## config.mk

```make
export PLATFORM = sky130hd
export DESIGN_NAME = gbp_ftq
export DESIGN_NICKNAME = d
export VERILOG_FILES = /design/src/rtl/gbp_ftq_pkg.sv /design/src/rtl/gbp_ftq_ptr.sv /design/src/rtl/gbp_ftq.sv
export SDC_FILE = /design/constraint.sdc
export NUM_CORES = 1
export LEC_CHECK = 0
export CELL_PAD_IN_SITES_DETAIL_PLACEMENT = 1
export CELL_PAD_IN_SITES_GLOBAL_PLACEMENT = 2
export CORE_ASPECT_RATIO = 0.9
export CORE_MARGIN = 3
export CORE_UTILIZATION = 35
export CTS_CLUSTER_DIAMETER = 80
export DETAILED_ROUTE_END_ITERATION = 7
export PLACE_DENSITY = 0.87
export SYNTH_ARGS = -nofsm -noshare
export SYNTH_HDL_FRONTEND = slang
export SYNTH_HIERARCHICAL = 1
export SYNTH_SLANG_ARGS = --single-unit
```

## constraint.sdc

```tcl
create_clock -name clk_i -period 10.4 [get_ports clk_i]
set_clock_uncertainty 0.05 [all_clocks]
set_input_delay 1.04 -clock clk_i [delete_from_list [all_inputs] [get_ports clk_i]]
set_output_delay 1.04 -clock clk_i [all_outputs]
set_load 0.03 [all_outputs]
```

## src/rtl/gbp_ftq_pkg.sv

```systemverilog
// Shared types for the global-predictor fetch-target queue: core config subset,
// default-config update/entry structs and pointer type.
package gbp_ftq_pkg;

  typedef struct packed {
    int unsigned VLEN;
    int unsigned INSTR_PER_FETCH;
    int unsigned GlobalPredictorIndexBits;
    bit          RVC;
  } ftq_cfg_t;

  localparam ftq_cfg_t FTQ_CFG_DEFAULT = '{
    VLEN: 32, INSTR_PER_FETCH: 2, GlobalPredictorIndexBits: 8, RVC: 1'b1
  };

  localparam int unsigned DEF_VLEN       = FTQ_CFG_DEFAULT.VLEN;
  localparam int unsigned DEF_IPF        = FTQ_CFG_DEFAULT.INSTR_PER_FETCH;
  localparam int unsigned DEF_IDX_BITS   = FTQ_CFG_DEFAULT.GlobalPredictorIndexBits;
  localparam int unsigned DEF_NR_ENTRIES = 8;
  localparam int unsigned DEF_ID_BITS    = $clog2(DEF_NR_ENTRIES);

  typedef struct packed {
    logic                valid;
    logic [DEF_VLEN-1:0] pc;
    logic                taken;
  } ftq_bht_update_t;

  typedef struct packed {
    logic [DEF_VLEN-1:0]     vpc;
    logic [DEF_IDX_BITS-1:0] index;
    logic [DEF_IPF-1:0]      taken;
  } ftq_entry_t;

  // Pointer carries an extra wrap bit above the entry id.
  typedef logic [DEF_ID_BITS:0] ftq_ptr_t;

  function automatic int unsigned ftq_slot_offset(input bit rvc);
    return rvc ? 1 : 2;
  endfunction

endpackage

```

## src/rtl/gbp_ftq_ptr.sv

```systemverilog
// Wrap-bit queue pointer: load beats increment; o_cmp = {wrap bits equal, id bits equal}
// against the peer pointer.
module gbp_ftq_ptr #(
  parameter int unsigned ID_BITS = 3
) (
  input  logic             clk_i,
  input  logic             rst_ni,
  input  logic             i_inc,
  input  logic             i_load,
  input  logic [ID_BITS:0] i_load_val,
  input  logic [ID_BITS:0] i_peer,
  output logic [ID_BITS:0] o_ptr,
  output logic [1:0]       o_cmp
);

  logic [ID_BITS:0] r_ptr;

  always_ff @(posedge clk_i or negedge rst_ni) begin
    if (!rst_ni)     r_ptr <= '0;
    else if (i_load) r_ptr <= i_load_val;
    else if (i_inc)  r_ptr <= r_ptr + 1'b1;
  end

  assign o_ptr = r_ptr;
  assign o_cmp = {r_ptr[ID_BITS] == i_peer[ID_BITS],
                  r_ptr[ID_BITS-1:0] == i_peer[ID_BITS-1:0]};

endmodule

```

## src/rtl/gbp_ftq.sv

```systemverilog
// Fetch-target queue replaying the lookup-time predictor index on branch resolve.
// Optional GBP_FTQ_PERF_CNT_EN adds mispredict / full-stall performance counters.
module gbp_ftq
  import gbp_ftq_pkg::*;
#(
  parameter ftq_cfg_t    CVA6Cfg      = FTQ_CFG_DEFAULT,
  parameter type         bht_update_t = ftq_bht_update_t,
  parameter int unsigned NR_ENTRIES   = 8
) (
  input  logic                                       clk_i,
  input  logic                                       rst_ni,
  input  logic                                       flush_i,
  input  logic                                       enq_valid_i,
  output logic                                       enq_ready_o,
  input  logic [CVA6Cfg.VLEN-1:0]                    enq_vpc_i,
  input  logic [CVA6Cfg.GlobalPredictorIndexBits-1:0] enq_index_i,
  input  logic [CVA6Cfg.INSTR_PER_FETCH-1:0]         enq_taken_i,
  output logic [$clog2(NR_ENTRIES)-1:0]              enq_id_o,
  input  logic                                       res_valid_i,
  input  logic [$clog2(NR_ENTRIES)-1:0]              res_id_i,
  input  bht_update_t                                res_update_i,
  input  logic                                       res_mispredict_i,
  input  logic                                       commit_i,
  output bht_update_t                                bht_update_o,
  output logic [CVA6Cfg.GlobalPredictorIndexBits-1:0] update_index_o,
  output logic                                       pred_taken_o,
  output logic                                       empty_o
`ifdef GBP_FTQ_PERF_CNT_EN
  ,
  output logic [31:0]                                perf_mispredict_cnt_o,
  output logic [31:0]                                perf_full_stall_cnt_o
`endif
);

  localparam int unsigned VLEN    = CVA6Cfg.VLEN;
  localparam int unsigned IPF     = CVA6Cfg.INSTR_PER_FETCH;
  localparam int unsigned IDXW    = CVA6Cfg.GlobalPredictorIndexBits;
  localparam int unsigned ID_BITS = $clog2(NR_ENTRIES);
  localparam int unsigned OFF     = ftq_slot_offset(CVA6Cfg.RVC);
  localparam int unsigned SLOT_W  = (IPF > 1) ? $clog2(IPF) : 1;

  typedef struct packed {
    logic [VLEN-1:0] vpc;
    logic [IDXW-1:0] index;
    logic [IPF-1:0]  taken;
  } entry_t;

  entry_t r_mem [NR_ENTRIES];

  logic [ID_BITS:0]   w_head, w_tail, w_count, w_res_ptr, w_mis_tail, w_tail_ld;
  logic [ID_BITS-1:0] w_off;
  logic [1:0]         w_cmp_h, w_cmp_t;
  logic [SLOT_W-1:0]  w_slot;
  logic w_full, w_empty, w_res_ok, w_mispred, w_enq, w_commit, w_ptk;

  gbp_ftq_ptr #(.ID_BITS(ID_BITS)) u_head (
    .clk_i, .rst_ni,
    .i_inc(w_commit), .i_load(1'b0), .i_load_val('0),
    .i_peer(w_tail), .o_ptr(w_head), .o_cmp(w_cmp_h)
  );

  gbp_ftq_ptr #(.ID_BITS(ID_BITS)) u_tail (
    .clk_i, .rst_ni,
    .i_inc(w_enq), .i_load(flush_i || w_mispred), .i_load_val(w_tail_ld),
    .i_peer(w_head), .o_ptr(w_tail), .o_cmp(w_cmp_t)
  );

  assign w_empty = &w_cmp_h;
  assign w_full  = (w_cmp_t == 2'b01);

  // Distance of the resolved id from head decides membership in [head, tail).
  assign w_count    = w_tail - w_head;
  assign w_off      = res_id_i - w_head[ID_BITS-1:0];
  assign w_res_ptr  = w_head + {1'b0, w_off};
  assign w_mis_tail = w_res_ptr + 1'b1;
  assign w_res_ok   = res_valid_i && ({1'b0, w_off} < w_count) && !flush_i;
  // A mispredict on an id no longer in flight has nothing to truncate.
  assign w_mispred  = w_res_ok && res_mispredict_i;
  assign w_tail_ld  = flush_i ? w_head : w_mis_tail;
  assign w_enq      = enq_valid_i && !w_full && !flush_i && !w_mispred;
  assign w_commit   = commit_i && !w_empty && !flush_i;

  if (IPF > 1) begin : g_slot
    assign w_slot = res_update_i.pc[OFF+SLOT_W-1:OFF];
  end else begin : g_noslot
    assign w_slot = '0;
  end

  assign w_ptk = r_mem[res_id_i].taken[w_slot];

  always_ff @(posedge clk_i) begin
    if (w_enq) r_mem[w_tail[ID_BITS-1:0]] <= '{vpc: enq_vpc_i, index: enq_index_i, taken: enq_taken_i};
  end

  always_ff @(posedge clk_i or negedge rst_ni) begin
    if (!rst_ni) begin
      bht_update_o   <= '0;
      update_index_o <= '0;
      pred_taken_o   <= 1'b0;
    end else begin
      bht_update_o.valid <= 1'b0;
      if (w_res_ok) begin
        bht_update_o       <= res_update_i;
        bht_update_o.valid <= 1'b1;
        update_index_o     <= r_mem[res_id_i].index;
        pred_taken_o       <= w_ptk;
      end
    end
  end

  assign enq_ready_o = !w_full;
  assign enq_id_o    = w_tail[ID_BITS-1:0];
  assign empty_o     = w_empty;

`ifdef GBP_FTQ_PERF_CNT_EN
  logic [31:0] r_mis_cnt, r_stall_cnt;

  always_ff @(posedge clk_i or negedge rst_ni) begin
    if (!rst_ni) begin
      r_mis_cnt   <= '0;
      r_stall_cnt <= '0;
    end else begin
      if (w_res_ok && (w_ptk != res_update_i.taken) && (r_mis_cnt != 32'hFFFF_FFFF))
        r_mis_cnt <= r_mis_cnt + 32'd1;
      if (enq_valid_i && w_full)
        r_stall_cnt <= r_stall_cnt + 32'd1;
    end
  end

  assign perf_mispredict_cnt_o = r_mis_cnt;
  assign perf_full_stall_cnt_o = r_stall_cnt;
`endif

endmodule

```

==> qor.txt <==
global route overflow -> 0
io pins -> 134
ys async rst share -> 38.9%
DRC -> 0
total number of vias -> 3335
clk buf depth -> 2
Tot GR Track Use -> 14.9%
peak per-stage delay on the critical path -> 0.87 ns
combinational share of power -> 39.3%
Worst Setup Slack, final -> 5.04 ns
Worst setup EP type -> register
Post-Route WL -> 13200 um
Resize count post-CTS -> 0
fmax -> 0.187 GHz
FF-to-FF setup slack -> 6.40 ns
largest net degree at the start of global routing -> 52
gpl congestion -> 0.753
Gate Count Post-Synth -> 349
Max-cap violations -> 0
period utilization -> 51.5%
synthesized area -> 5810 sq um
Crit Path Class -> in -> reg
Worst VDD drop -> 182 uV
CP delay by family, top -> buffers and inverters
register area share after synthesis -> 63.4%
CP Max Fanout -> 39
Least-Margin Pin Slew -> 0.898 ns
area of the multi-input gates -> 2020 sq um
share of layout cells above drive strength 1 -> 22.2%
Nets -> 569
Root Buffer Master -> clkbuf_16
antenna violations before repair -> 0
Ant. Diodes -> 0
sequential cell area -> 3680 sq um
Slew Viols, Final -> 0
Reg clk slew, reported paths -> 0.05 ns
First DRT Iteration DRCs -> 221
sw frac -> 33.1%
setup TNS -> 0 ns
crit path cell chain -> clkdlybuf4s50_1 -> clkinv_1 -> fa_1 -> inv_1 -> ha_1 -> o21a_1 -> o21ai_0 -> a211o_2 -> buf_4 -> a21o_1 -> mux2_2
worst-skew pair later-pin latency -> 0.41 ns
Worst Hold Class -> reg -> reg
Power Internal -> 1.48 mW
via/cell ratio -> 4.84
EDFF count, synth -> 80
Filler Cell Count -> 1590
total core area -> 16200 sq um
Rel. slew slack -> 40.1%
Switch Pwr -> 0.735 mW
total CTS buffers -> 17
CP max stage cell -> clkdlybuf4s50_1
clk sinks -> 131
Post-CTS Setup Repair Bufs -> 0
RSZ-0062 raised after global routing -> false
Die X -> 142 um
Final Hold Viols -> 0
Die ar. -> 18200 sq um
CP arrival -> 5.61 ns
status -> finished, final reports clean
clock share of power -> 26.4%
Setup-failing EPs final -> 0
I/O Buffers -> 100
CTS tree -> yes
worst hold slack -> 0.456 ns
Most used DFF post-synth -> edfxtp_1
sequential share of power -> 34.4%
Worst setup SP type -> input pin
Rows -> 44
PwrDens -> 292 nW/um^2
Hold Buf Count CTS -> 0
H-tree depth -> 4
Die H -> 128 um
Req. time, crit path -> 10.65 ns
Buf/Inv on CP -> 4
syn_area_per_cell -> 16.6 sq um
ANT nets after route -> 0
Tmin final -> 5.36 ns
Place WS -> 4.51 ns
wire per inst -> 19.2 um
Post-DP HPWL -> 8670 um
post-synthesis register bit count -> 131
Syn-to-layout area delta -> 30.9%
Leak -> 2.89 nW
Yosys warning count -> 6
vias in the first global route -> 3674
TritonRoute pass-1 iters -> 4
Yosys cell types -> 36
first-pass GRT wire length -> 20500 um
Starting Density -> 35.9%
## Yosys cell counts (7+ instances only)
cell / count / area, sq um
edfxtp_1: 80 / 2400
xor2_1: 10 / 87.6
mux2_2: 7 / 78.8
mux4_2: 20 / 450
ha_1: 11 / 138
mux2_4: 38 / 571
xnor2_1: 10 / 87.6
dfrtp_1: 51 / 1280
nand2_1: 37 / 139
buf_6: 7 / 78.8
o21ai_0: 9 / 45.0
inv_1: 11 / 41.3
a21oi_2: 9 / 78.8
## flip-flops by register name (all words and copies together), names as in the netlist
signal	count
r_mem	80
bht_update_o	34
update_index_o	8
u_head/o_ptr	4
u_tail/o_ptr	4
pred_taken_o	1
## cell type report
cell class	count	area share (%)
sequential	131	48.4
multi-input combinational	203	26.5
timing repair buffer	104	13.5
inverter	12	0.593
tap	207	3.41
clock buffer	20	5.74
clock inverter	12	1.84
## cell families after synthesis
| logic type | after synthesis | share of synthesized area (%) |
|---|---|---|
| xor gates and xnor gates | 20 | 3.02 |
| AOI/OAI and AO/OA | 27 | 3.15 |
| and+or+nand+nor | 63 | 4.96 |
| other | 1 | 0.0646 |
| buffers and inverters | 25 | 2.59 |
| muxes | 68 | 19.5 |
| DFF | 131 | 63.4 |
| adders and majority gates | 14 | 3.41 |
## power groups by stage
stage	Sequential, mW	Combinational (mW)	Clock (mW)
after floorplan	0.934	0.425	0
after global placement	0.761	0.857	0
after detailed placement	0.772	0.876	0
after CTS	0.765	0.883	0.598
after global routing	0.781	0.926	0.622
final	0.763	0.871	0.584
## per-layer routing
| layer | wire length, um | vias to the layer above | track usage, % |
|---|---|---|---|
| met2 | 6900 | 79 | 25.5 |
| met3 | 644 | 13 | 3.92 |
| met4 | 181 | 0 | 4.97 |
| li1 | - | 1518 | - |
| met1 | 5490 | 1725 | 18.5 |
| met5 | 0 | - | 0 |
## worst reg2reg max path, delay by kind of cell (launching register included)
kind	cells	cell delay, ns
buffers and inverters	4	0.95
DFF	1	0.60
muxes	1	0.36
AOI/OAI and AO/OA	4	1.09
adders and majority gates	3	0.84
## layout by cell type, fill, tap and decap left out, drive strengths merged, types with 2 or more instances in the layout
cell,n
clkdlybuf4s50,99
edfxtp,80
dfrtp,51
mux2,45
nand2,37
mux4,20
clkbuf,20
a21oi,12
inv,11
ha,11
conb,11
xnor2,10
xor2,10
o21ai,10
clkinv,7
buf,5
nor2b,4
nor3,4
nand4,4
nand3,4
nor2,3
mux2i,3
fa,3
bufinv,3
clkinvlp,3
nand2b,2
nor4,2
a21o,2
## through the flow
stage / instances / utilization, % / power, mW / cell area (sq um)
after floorplan: 359 / - / 1.36 / 5840
after global placement: 657 / 43.4 / 1.62 / 7020
after detailed placement: 657 / 43.4 / 1.65 / 7020
after CTS: 689 / 47.0 / 2.25 / 7600
after global routing: 689 / 47.0 / 2.33 / 7600
final: 689 / 47.0 / 2.22 / 7600
## path summary, 6_finish.rpt
kind                       depth (start not counted)            start               end
setup / recovery                                  11      res_id_i[1]   u_tail/o_ptr[3]
max in group asynchronous                          2           rst_ni  bht_update_o[33]
setup reg to reg                                  12  u_tail/o_ptr[0]   u_tail/o_ptr[3]
min in group asynchronous                          2           rst_ni  bht_update_o[14]
hold / removal                                     1  bht_update_o[4]   bht_update_o[4]
hold reg to reg                                    1  bht_update_o[4]   bht_update_o[4]
Note: power is estimated with default switching activity, not from simulation.
